File: config.mk
export PLATFORM = sky130hd
export DESIGN_NAME = store_issue_queue
export DESIGN_NICKNAME = d
export VERILOG_FILES = /design/src/rtl/store_issue_queue.sv
export SDC_FILE = /design/constraint.sdc
export NUM_CORES = 1
export LEC_CHECK = 0
export CORE_UTILIZATION = 40
export DETAILED_ROUTE_END_ITERATION = 10
export HOLD_SLACK_MARGIN = 0.02
export PLACE_DENSITY_LB_ADDON = 0.2
export SYNTH_ARGS = -nofsm -noshare
export SYNTH_HDL_FRONTEND = slang
export SYNTH_SLANG_ARGS = --single-unit
File: constraint.sdc
create_clock -name clk_i -period 13.3 [get_ports clk_i]
set_clock_uncertainty 0.05 [all_clocks]
set_input_delay 3.325 -clock clk_i [delete_from_list [all_inputs] [get_ports clk_i]]
set_output_delay 3.325 -clock clk_i [all_outputs]
set_load 0.01 [all_outputs]
File: src/rtl/store_issue_queue.sv
//==============================================================================
// Module      : store_issue_queue
// Description : In-order store/AMO request FIFO in front of the store unit,
//               with a zero-latency bypass when empty.
// Revision    : 1.0 - initial release
//==============================================================================
`default_nettype none

package config_pkg;
    typedef struct packed {
        int unsigned XLEN;
        int unsigned VLEN;
    } cva6_cfg_t;

    localparam cva6_cfg_t cva6_cfg_empty = '0;

    typedef struct packed {
        logic        valid;
        logic [63:0] vaddr;
        logic        overflow;
        logic [63:0] data;
        logic [7:0]  be;
        logic [7:0]  operation;
        logic [3:0]  trans_id;
    } lsu_ctrl_t;
endpackage

module store_issue_queue #(
    parameter config_pkg::cva6_cfg_t CVA6Cfg    = config_pkg::cva6_cfg_empty,
    parameter type                   lsu_ctrl_t = config_pkg::lsu_ctrl_t,
    parameter int unsigned           DEPTH      = 2
) (
    input  logic                     clk_i,
    input  logic                     rst_ni,
    input  logic                     flush_i,
    input  logic                     valid_i,
    input  lsu_ctrl_t                lsu_ctrl_i,
    output logic                     ready_o,
    output logic                     valid_o,
    output lsu_ctrl_t                lsu_ctrl_o,
    input  logic                     pop_i,
    output logic                     empty_o,
    output logic [$clog2(DEPTH):0]   usage_o
);

    localparam int unsigned          c_ptr_w = $clog2(DEPTH);
    localparam int unsigned          c_cnt_w = c_ptr_w + 1;
    localparam logic [c_cnt_w-1:0]   c_depth = DEPTH[c_cnt_w-1:0];

    lsu_ctrl_t            r_mem [DEPTH];
    logic [c_ptr_w-1:0]   r_rd_ptr;
    logic [c_ptr_w-1:0]   r_wr_ptr;
    logic [c_cnt_w-1:0]   r_count;

    logic w_empty;
    logic w_push;
    logic w_pop;
    logic w_write;
    logic w_advance_rd;
    logic w_unused_cfg;

    // Configuration only types the instance; nothing here depends on it.
    assign w_unused_cfg = ^CVA6Cfg;

    assign w_empty = (r_count == '0);
    assign ready_o = (r_count != c_depth);
    assign empty_o = w_empty;
    assign usage_o = r_count;

    assign valid_o    = w_empty ? (valid_i & ~flush_i) : ~flush_i;
    assign lsu_ctrl_o = w_empty ? lsu_ctrl_i : r_mem[r_rd_ptr];

    assign w_push = valid_i & ready_o & ~flush_i;
    assign w_pop  = pop_i & valid_o;

    // A request consumed straight through the bypass is never stored.
    assign w_write      = w_push & ~(w_empty & w_pop);
    assign w_advance_rd = w_pop & ~w_empty;

    always_ff @(posedge clk_i or negedge rst_ni) begin
        if (!rst_ni) begin
            r_rd_ptr <= '0;
            r_wr_ptr <= '0;
            r_count  <= '0;
        end else if (flush_i) begin
            r_rd_ptr <= '0;
            r_wr_ptr <= '0;
            r_count  <= '0;
        end else begin
            if (w_write) begin
                r_wr_ptr <= r_wr_ptr + c_ptr_w'(1);
            end
            if (w_advance_rd) begin
                r_rd_ptr <= r_rd_ptr + c_ptr_w'(1);
            end
            if (w_write && !w_advance_rd) begin
                r_count <= r_count + c_cnt_w'(1);
            end else if (!w_write && w_advance_rd) begin
                r_count <= r_count - c_cnt_w'(1);
            end
        end
    end

    // Storage needs no reset: entries are only read once counted.
    always_ff @(posedge clk_i) begin
        if (w_write) begin
            r_mem[r_wr_ptr] <= lsu_ctrl_i;
        end
    end

endmodule

`default_nettype wire

======== Word-level counts from Yosys, hierarchy flattened ========
Memory sizes are Yosys's and may differ from the RTL's.
Cells that the tools add are included.
word-level totals
  flip-flop bits (word level) ............. 4
  output and inout port bits .............. 155
  memories ................................ 1
  memory bits (writable) .................. 300
  input bits .............................. 155
operators by class
  reduce and logical (&&, ||, !) cells .... 8
  bitwise logic cells ..................... 10
  multiplexer cells ....................... 11
  eq/ne operators ......................... 1
  $add $sub $neg .......................... 4
memory list
  memory  words  width  read ports  clocked after memory_dff  write ports  RTL line  source
  r_mem   2      150    1           0                         1            50        lsu_ctrl_t r_mem [DEPTH];
operators by type and width
  operator             count
  $mux 150             1
  $and 1x1->1          7
  $mux 1               7
  $mux 2               3
  $reduce_bool 2->1    2
  $not 1->1            3
  $reduce_bool 3->1    1
  $add 1x1->1 const B  2
  $add 2x1->2 const B  1
  $logic_and 1x1->1    2
  $logic_not 1->1      2
  $logic_not 2->1      1
  $ne 2x2->1 const B   1
  $sub 2x1->2 const B  1

======== Depth between registers and ports, before layout ========
Gate-level depths: netlist of the first run.
  depth after elaboration ................. 12
  depth in mapped cells ................... 7
  gate-level depth less buffers ........... 4

======== Least setup slack after synthesis of the first run ========
Ideal clock, no wire load.
  path type ............................... input to register
  start point ............................. in pop_i
  end point ............................... mem r_mem[1][0] (netlist name) (enable)
  cell stages on the path ................. 3
  path buffers ............................ 0
  library setup time ...................... 0.874 ns
  data required time ...................... 12.376 ns
  slack ................................... -2.083 ns
  arrival time ............................ 14.459 ns
  cells stage by stage .................... nor2_1 -> o21ai_0 -> nor3b_1
on the way
  word-level cells in the longest chain between the ends .. 6
RTL lines
  what                          RTL line  source
  from (decl)                   41        input logic pop_i,
  $and 1x1->1                   74        assign w_pop = pop_i & valid_o;
  $and 1x1->1                   77        assign w_write = w_push & ~(w_empty & w_pop);
  $not 1->1                     77
  $and 1x1->1                   77
  $mux 1                        106       if (w_write) begin
  $mux 1 (not written as such)  107       r_mem[r_wr_ptr] <= lsu_ctrl_i;
  to (decl)                     50
Every way passes these cells.

======== Final worst setup path of the first run ========
  start point ............................. in flush_i
  end point ............................... out valid_o
on the way
  word-level cells in the longest chain between the ends .. 3
RTL lines
  what         RTL line  source
  from (decl)  35        input logic flush_i,
  $not 1->1 *  70        assign valid_o = w_empty ? (valid_i & ~flush_i) : ~flush_i;
  $and 1x1->1  70
  $mux 1 *     70
  to (decl)    39        output logic valid_o,
Mark *: on every way between the ends. The rest lies on a longest branch, timed or not.

==> flow_results.org, run 1 <==
** Outcome
- Result of the run :: complete, no violations

** Detailed routing
- Detailed Route Iter0 Violations :: approximately 390
- DR vias/cell :: roughly 4.8
- Post-route antenna net violation count :: 0
- DRT Pass-1 Iters :: 4
- Across all layers, the routed design uses approximately 7500 vias.
- For this run, design rule violations remaining after detail routing come to 0.
- Routed length per instance :: between 15 and 20 um
- Post-Route WL :: ~26 mm

** Placement
- Port-buffer cells :: 309
- Worst slack at placement :: between 5 and 6 ns
- Total placed instance area :: 15750 um2
- Weighted congestion at the end of routability-driven global placement :: about 0.73
- Cell Count Post-Placement :: 1489
- The HPWL after detailed placement is between 15 and 20 mm.

** CTS
- Number of H-tree levels :: 2
- CTS placed an instance of clkbuf_16 at the clock tree root.
- Clock-pin slew was measured on the worst setup and hold paths at 0.06 ns.
- In this run the deepest clock path goes through 3 buffers.
- Clock tree from TritonCTS :: yes
- CTS saw just over 300 sinks.
- Buffers added to address setup during post-CTS repair amount to 0.
- Count of hold-fix buffers inserted at cts :: 0
- # resized after CTS :: 0
- Skew-Pair Late Insertion Delay :: 0.49 ns
- TritonCTS created 34 clock buffers.

** Synth
- Post-synthesis mux area share :: 0.1220
- The synthesized design contains just over 300 register bits.
- Post-Synthesis Net Count :: ~980
- Parity-gate share of the synthesized area counting xor and xnor cells :: 0.0007066
- Fraction of the mapped netlist area in compound gates :: 0.06299
- Top cell type by total area after synthesis :: edfxtp_1
- The Yosys step of the flow raised 0 warnings.
- Leading cell types by total area after synthesis :: edfxtp_1, mux2i_1, nand2_1, o21ai_1, o21ai_0
- Of the total synthesized cell area, the portion taken by full adders, half adders and majority gates is 0.
- Sequential area share after synthesis :: 0.7349
- In this run the mean area of a mapped cell was ~15 um2.
- By area, the combinational part of the netlist is dominated by multiplexers.
- In this run the cell area of the synthesized design comes to approximately 12000 um2.
- After technology mapping, the gate count stands at a little over 800.
- Area fraction in and, or, nand and nor cells after synthesis :: 0.05270
- Portion of synthesized cell area occupied by the leading cell type :: 0.7268
- Synthesis instantiated 26 different standard cells from the library.

** Critical path
- WS Path Type :: input port to output port
- Together, buffers and inverters on the worst path number 2.
- Critical path's largest stage delay :: between 0.6 and 0.7 ns
- Reg2reg end :: r_mem[0][75]
- The startpoint identified for the worst register-to-register timing path is usage_o[1].
- Worst Path Max Fanout :: 8
- STA classifies the critical path startpoint as an input port.
- Data on the critical path is required at its endpoint by approximately 9.9 ns.
- Signal arrival time at the worst endpoint :: approximately 4.7 ns
- Most frequent CP cell :: clkdlybuf4s50_1
- The setup check on the worst reg-to-reg path leaves a slack of between 10 and 15 ns.
- The number of cells on the worst reg-to-reg path is 4.
- The kind of cell with the highest combined delay along the critical path is buffers and inverters.
- The slowest stage of the critical path is the clkdlybuf4s50_1 cell.
- The worst setup path is captured at an output port.
- The critical path goes through clkdlybuf4s50_1, nor2_1, clkdlybuf4s50_1.

** Power
- After layout, the design draws a total of 2.286 mW.
- PwrDens :: 136.1 nW/um2
- Total leakage power :: between 5 and 6 nW
- The worst-case IR drop observed on VDD is about 0.084 mV.

** Min path
- Min-Delay Endpoint :: usage_o[1]
- Worst min-delay path category :: flop to flop
- WHS Path Cells :: 2
- The worst hold path begins at usage_o[1].

** Floorplanning
- Initial core utilization :: 0.4062
- Core Box Area :: 30510 um2
- Row generation in the floorplan step produced 64 rows.
- Number of top-level design ports :: slightly above 300
- Area of the die :: 31690 um2
- The die is between 150 and 200 um wide.
- Vert. Die Dim :: 178.0 um

** Cells and area
- Commonest cells after routing, fill and taps aside :: clkdlybuf4s50_1, edfxtp_1, nand2_1
- Compared with the post-synthesis result, the final layout area differs by 35.49%.
- Proportion of layout cells with a drive suffix above 1 :: 0.05035
- For this run, the number of standard cells in the final layout without fillers is roughly 1500.
- Number of nets in the final layout :: approximately 1300
- For this run, the share of the core covered by cells in the final layout is 0.5504.
- Design Area, Final :: approximately 17000 um2
- The filler cells instantiated in the layout total between 2000 and 2500.
- The number of antenna diodes in the final layout is 0.
- Most frequent standard cell in the layout excluding fill and tap cells :: clkdlybuf4s50_1

** GRT
- Number of global-route vias before repair :: around 7000
- Entering global routing, the biggest net connects 189 pins.
- In the global route stage, overall resource usage came out at 0.1557.
- Aggregate global routing overflow :: 0
- The first global-routing pass estimated approximately 38 mm of wire.
- Antenna violations before repair :: 0

** Timing
- Final number of setup-violating endpoints :: 0
- Max-slew violations :: 0
- The clock period could shrink to between 8 and 9 ns.
- Highest clock rate :: approximately 120 MHz
- Post-route setup slack :: approximately 5.3 ns
- Worst slack on hold paths :: 0.6411 ns
- Of the available clock period, the critical path in the final layout requires 0.6039.
- Fin. Hold Viols :: 0
- Worst slew margin :: 0.2726
- Slew of the pin with the lowest slew margin :: ~1.1 ns
- Setup total negative slack on the finished layout was measured at 0 ns.
- Setup repair after global routing left no endpoint under its margin.

** Flow run
- Across the run, the number of max-cap violations was 0.
[area by class of cell]
class                      instances  area (um2)  share of cell area
clock buffer                      41       940.9             0.05603
clock inverter                    18       105.1            0.006258
inverter                           1       11.26           0.0006705
multi-input combinational        473        2978              0.1773
sequential                       304        9112              0.5426
tap                              396       495.5             0.02950
timing repair buffer             315        3151              0.1876
[sequential cells by signal, indices dropped and copies added, names as in the netlist]
name and count:
r_mem 300, r_rd_ptr 1, usage_o 2, r_wr_ptr 1
[power breakdown]
part,switching (mW),total (mW),internal (mW)
combinational,0.152,0.324,0.172
clock,0.345,0.865,0.520
sequential,0.0113,1.10,1.09
total,0.509,2.29,1.78
[cells in the mapped netlist]
cell type and n:
xor2_1 1, clkbuf_1 3, nor2b_1 2, mux2i_1 150
nand2b_1 1, buf_6 10, a311oi_1 1, nand3b_1 1
dfrtp_1 4, buf_2 33, nor3b_1 2, nand2_1 151
inv_2 1, o21ai_0 61, buf_4 1, buf_8 1
a31oi_1 1, nor4bb_1 1, a21oi_1 1, edfxtp_1 300
clkbuf_2 3, nor2_1 5, nor3_1 2, mux2_2 1
or2_1 1, o21ai_1 91
[cell families after synthesis]
logic type / after synthesis
compound gates: 155
buf+inv: 52
xor+xnor: 1
flops: 304
simple gates: 166
mux: 151
[layer usage]
layer	vias to the layer above	track usage	routed length [um]
met1	3516	0.2046	11030
met2	228	0.2435	11810
met3	36	0.05520	2281
li1	3707	-	-
met4	0	0.04345	483
met5	-	0	0
[tightest hold or removal path, delay by kind of cell (launching register included)]
kind / cells / cell delay, ns
AO/OA/AOI/OAI: 1 / 0.06
flip-flops: 1 / 0.46
AND/OR/NAND/NOR: 1 / 0.12
[worst max path at each step]
stage,from,cells past startpoint,endpoint,slack (ns)
after floorplan,pop_i,3,r_mem[1][0],3.23
after global placement,flush_i,3,valid_o,5.28
after detailed placement,flush_i,3,valid_o,5.27
after CTS,flush_i,3,valid_o,5.26
after global routing,flush_i,3,valid_o,5.20
final,flush_i,3,valid_o,5.27
Power figures use the tool's default switching activity.
==> run 2, diff against run 1 <==
==> constraint.sdc (replaced) <==
create_clock -name clk_i -period 6.6 [get_ports clk_i]
set_clock_uncertainty 0.05 [all_clocks]
set_input_delay 1.65 -clock clk_i [delete_from_list [all_inputs] [get_ports clk_i]]
set_output_delay 1.65 -clock clk_i [all_outputs]
set_load 0.01 [all_outputs]
==> run 2 against run 1 <==
Die area stayed put. Combinational power is 100% higher. First-iteration DRC count is 8.5% higher. Power is 100% higher. Sequential share of layout area is 0.14 points lower. Design area is 0.26% higher. Worst setup slack worse by 3.7 ns. Largest power group unchanged. Highest routed layer is now met5.
==> flow_results.org, run 2 (synthesis gave the netlist of run 1 again) <==
** Min path
- Start point of the worst min-delay path :: usage_o[1]
- Worst min-delay path category :: flop to flop

** Power
- PwrDens :: about 270 nW/um2
- VDD sags by at most between 0.15 and 0.2 mV.
- Total leakage power :: around 5.7 nW

** Timing
- In the finished design, the share of the clock period the worst path needs comes to 0.7644.
- Max-slew violations :: 0
- The routed design could run at a clock period as short as between 5 and 6 ns.
- The worst pin sits at a relative slew slack of 0.2773.
- Slew of the pin with the lowest slew margin :: around 1.1 ns
- Setup violations remaining at the end of the flow were counted as 0.
- The count of endpoints failing hold in the final timing report came to 0.
- Derived from the worst setup path, the maximum achievable clock frequency is 198.2 MHz.
- Setup total negative slack on the finished layout was measured at 0 ns.
- RSZ-0062 raised after global routing :: no

** Detailed routing
- Detailed Route Iter0 Violations :: 420
- Post-route antenna net violation count :: 0
- Routed length per instance :: 16.61 um
- Detailed routing inserted a total of about 7400 vias.
- DR vias/cell :: roughly 4.8
- Post-Route WL :: approximately 26 mm
- The first TritonRoute pass finished after 4 iterations.
- Number of remaining DRC errors :: 0

** Placement
- Summing all placed instances gives a cell area of 15820 um2.
- At the end of routability-driven placement, the weighted congestion stood at 0.7311.
- Summed over all nets, the half-perimeter wirelength after detailed placement is about 16 mm.
- Cell Count Post-Placement :: around 1500
- Port-buffer cells :: a little over 300

** CTS
- Skew-Pair Late Insertion Delay :: ~0.55 ns
- The tree is rooted in a clkbuf_16.
- Sink Count :: just over 300
- TritonCTS built the clock tree.
- CTS built an H-tree with a depth of 1.
- Setup repair bufs after CTS :: 0
- In this run, CTS created clock tree buffers numbering 31.
- For this design, the CTS-stage hold fixing added 0 buffers.
- Clock transition at path regs :: ~0.06 ns
- The clock passes through at most 3 buffers.
- The number of gates resized after CTS was 0.

** Cells and area
- The library cells used most frequently in the layout, excluding fill and tap cells, are clkdlybuf4s50_1, edfxtp_1, nand2_1.
- After routing the design area is between 15000 and 20000 um2.
- Number of inserted filler cells in the final layout :: 2524
- Proportion of layout cells with a drive suffix above 1 :: 0.05373
- Most frequent standard cell in the layout excluding fill and tap cells :: clkdlybuf4s50_1
- The net count of the finished layout is about 1300.
- The register with the most flip-flops in the final layout is r_mem.
- Non-filler cells in the finished layout :: roughly 1600
- Layout Area Growth over Synthesis :: 35.85%
- The register with the most flip-flops in the layout has 300 of them.
- N_diodes :: 0

** Floorplanning
- Vert. Die Dim :: 178.0 um
- The floorplan step defined a die boundary enclosing about 32000 um2.
- For this configuration, the core starts out at a cell density of 0.4062.
- Row count :: 64
- Chip Width :: between 150 and 200 um
- Core Box Area :: 30510 um2
- Number of top-level design ports :: 310

** GRT
- Global routing finished with a remaining overflow of 0.
- Overall routing resource usage :: 0.1574
- Global-route wire length before repair :: approximately 39 mm
- Entering global routing, the biggest net connects 160 pins.
- Number of global-route vias before repair :: around 7100
- Antenna violations before repair :: 1

** Critical path
- Slowest library cell on the worst path :: clkdlybuf4s50_1
- By startpoint and endpoint, the worst setup path is classified as flop to output port.
- Worst r2r src :: usage_o[1]
- The worst setup path is launched from a flop.
- The critical path starts at usage_o[0].
- Worst Path Max Fanout :: 159
- The critical path goes through or2_1, inv_8, buf_12, nand2_1, o21ai_0, clkdlybuf4s50_1.
- At the worst endpoint, the arrival time is ~3.4 ns.
- Nature of the critical path endpoint :: output port
- For this run, the slowest stage of the critical path takes a little over 0.6 ns.
- Worst path required time :: ~4.9 ns
- Total buffers and inverters traversed by the critical path :: 3
- In this design, the largest share of critical-path delay is due to buffers and inverters.

** Outcome
- Result of the run :: complete, no violations

** Flow run
- The tool flagged a number of max-cap violations equal to 0.
## run 2: layout make-up
type	count	area, um2	area share
clock buffer	33	783.3	0.04652
clock inverter	24	239.0	0.01419
inverter	1	11.26	0.0006688
multi-input combinational	473	2978	0.1769
sequential	304	9112	0.5412
tap	396	495.5	0.02943
timing repair buffer	319	3218	0.1911
## run 2: layer usage
metal | vias to the layer above | wire (um) | part of all wire | GRT usage
li1 | 3707 | - | - | -
met1 | 3462 | 11240 | 0.44 | 0.2093
met2 | 221 | 11540 | 0.45 | 0.2456
met3 | 47 | 2371 | 0.092 | 0.05541
met4 | 2 | 586 | 0.023 | 0.03882
met5 | - | 13 | 0.00050 | 0
## run 2: where the power goes
part	total (mW)	switching (mW)	internal, mW
combinational	0.656	0.305	0.350
sequential	2.21	0.0268	2.19
clock	1.75	0.699	1.05
## run 2: path summary, 6_finish.rpt
check	to	slack, ns	cells past startpoint
max	lsu_ctrl_o[131]	1.55	6
min	usage_o[1]	0.63	2
max reg2reg	r_mem[0][81]	4.00	5
min reg2reg	usage_o[1]	0.63	2
max in group asynchronous	r_rd_ptr	5.07	1
min in group asynchronous	usage_o[1]	1.25	1
## run 2: metrics by stage
step	utilization	hold WS, ns	setup slack (ns)	power, mW
4_1_cts	0.5519	0.6235	1.556	4.667
2_1_floorplan	-	0.6058	0.2818	2.549
5_1_grt	0.5519	0.6819	1.313	4.789
3_3_place_gp	0.5184	0.6090	1.854	2.908
3_5_place_dp	0.5184	0.6141	1.855	2.917
6_report	0.5519	0.6283	1.555	4.613
## run 2: worst reg2reg max path: cells and delay by family (launching register included)
| kind | cells | cell delay, ns |
|---|---|---|
| and+or+nand+nor | 2 | 0.34 |
| DFF | 1 | 0.46 |
| AOI/OAI and AO/OA | 1 | 0.27 |
| buffers and inverters | 2 | 1.05 |
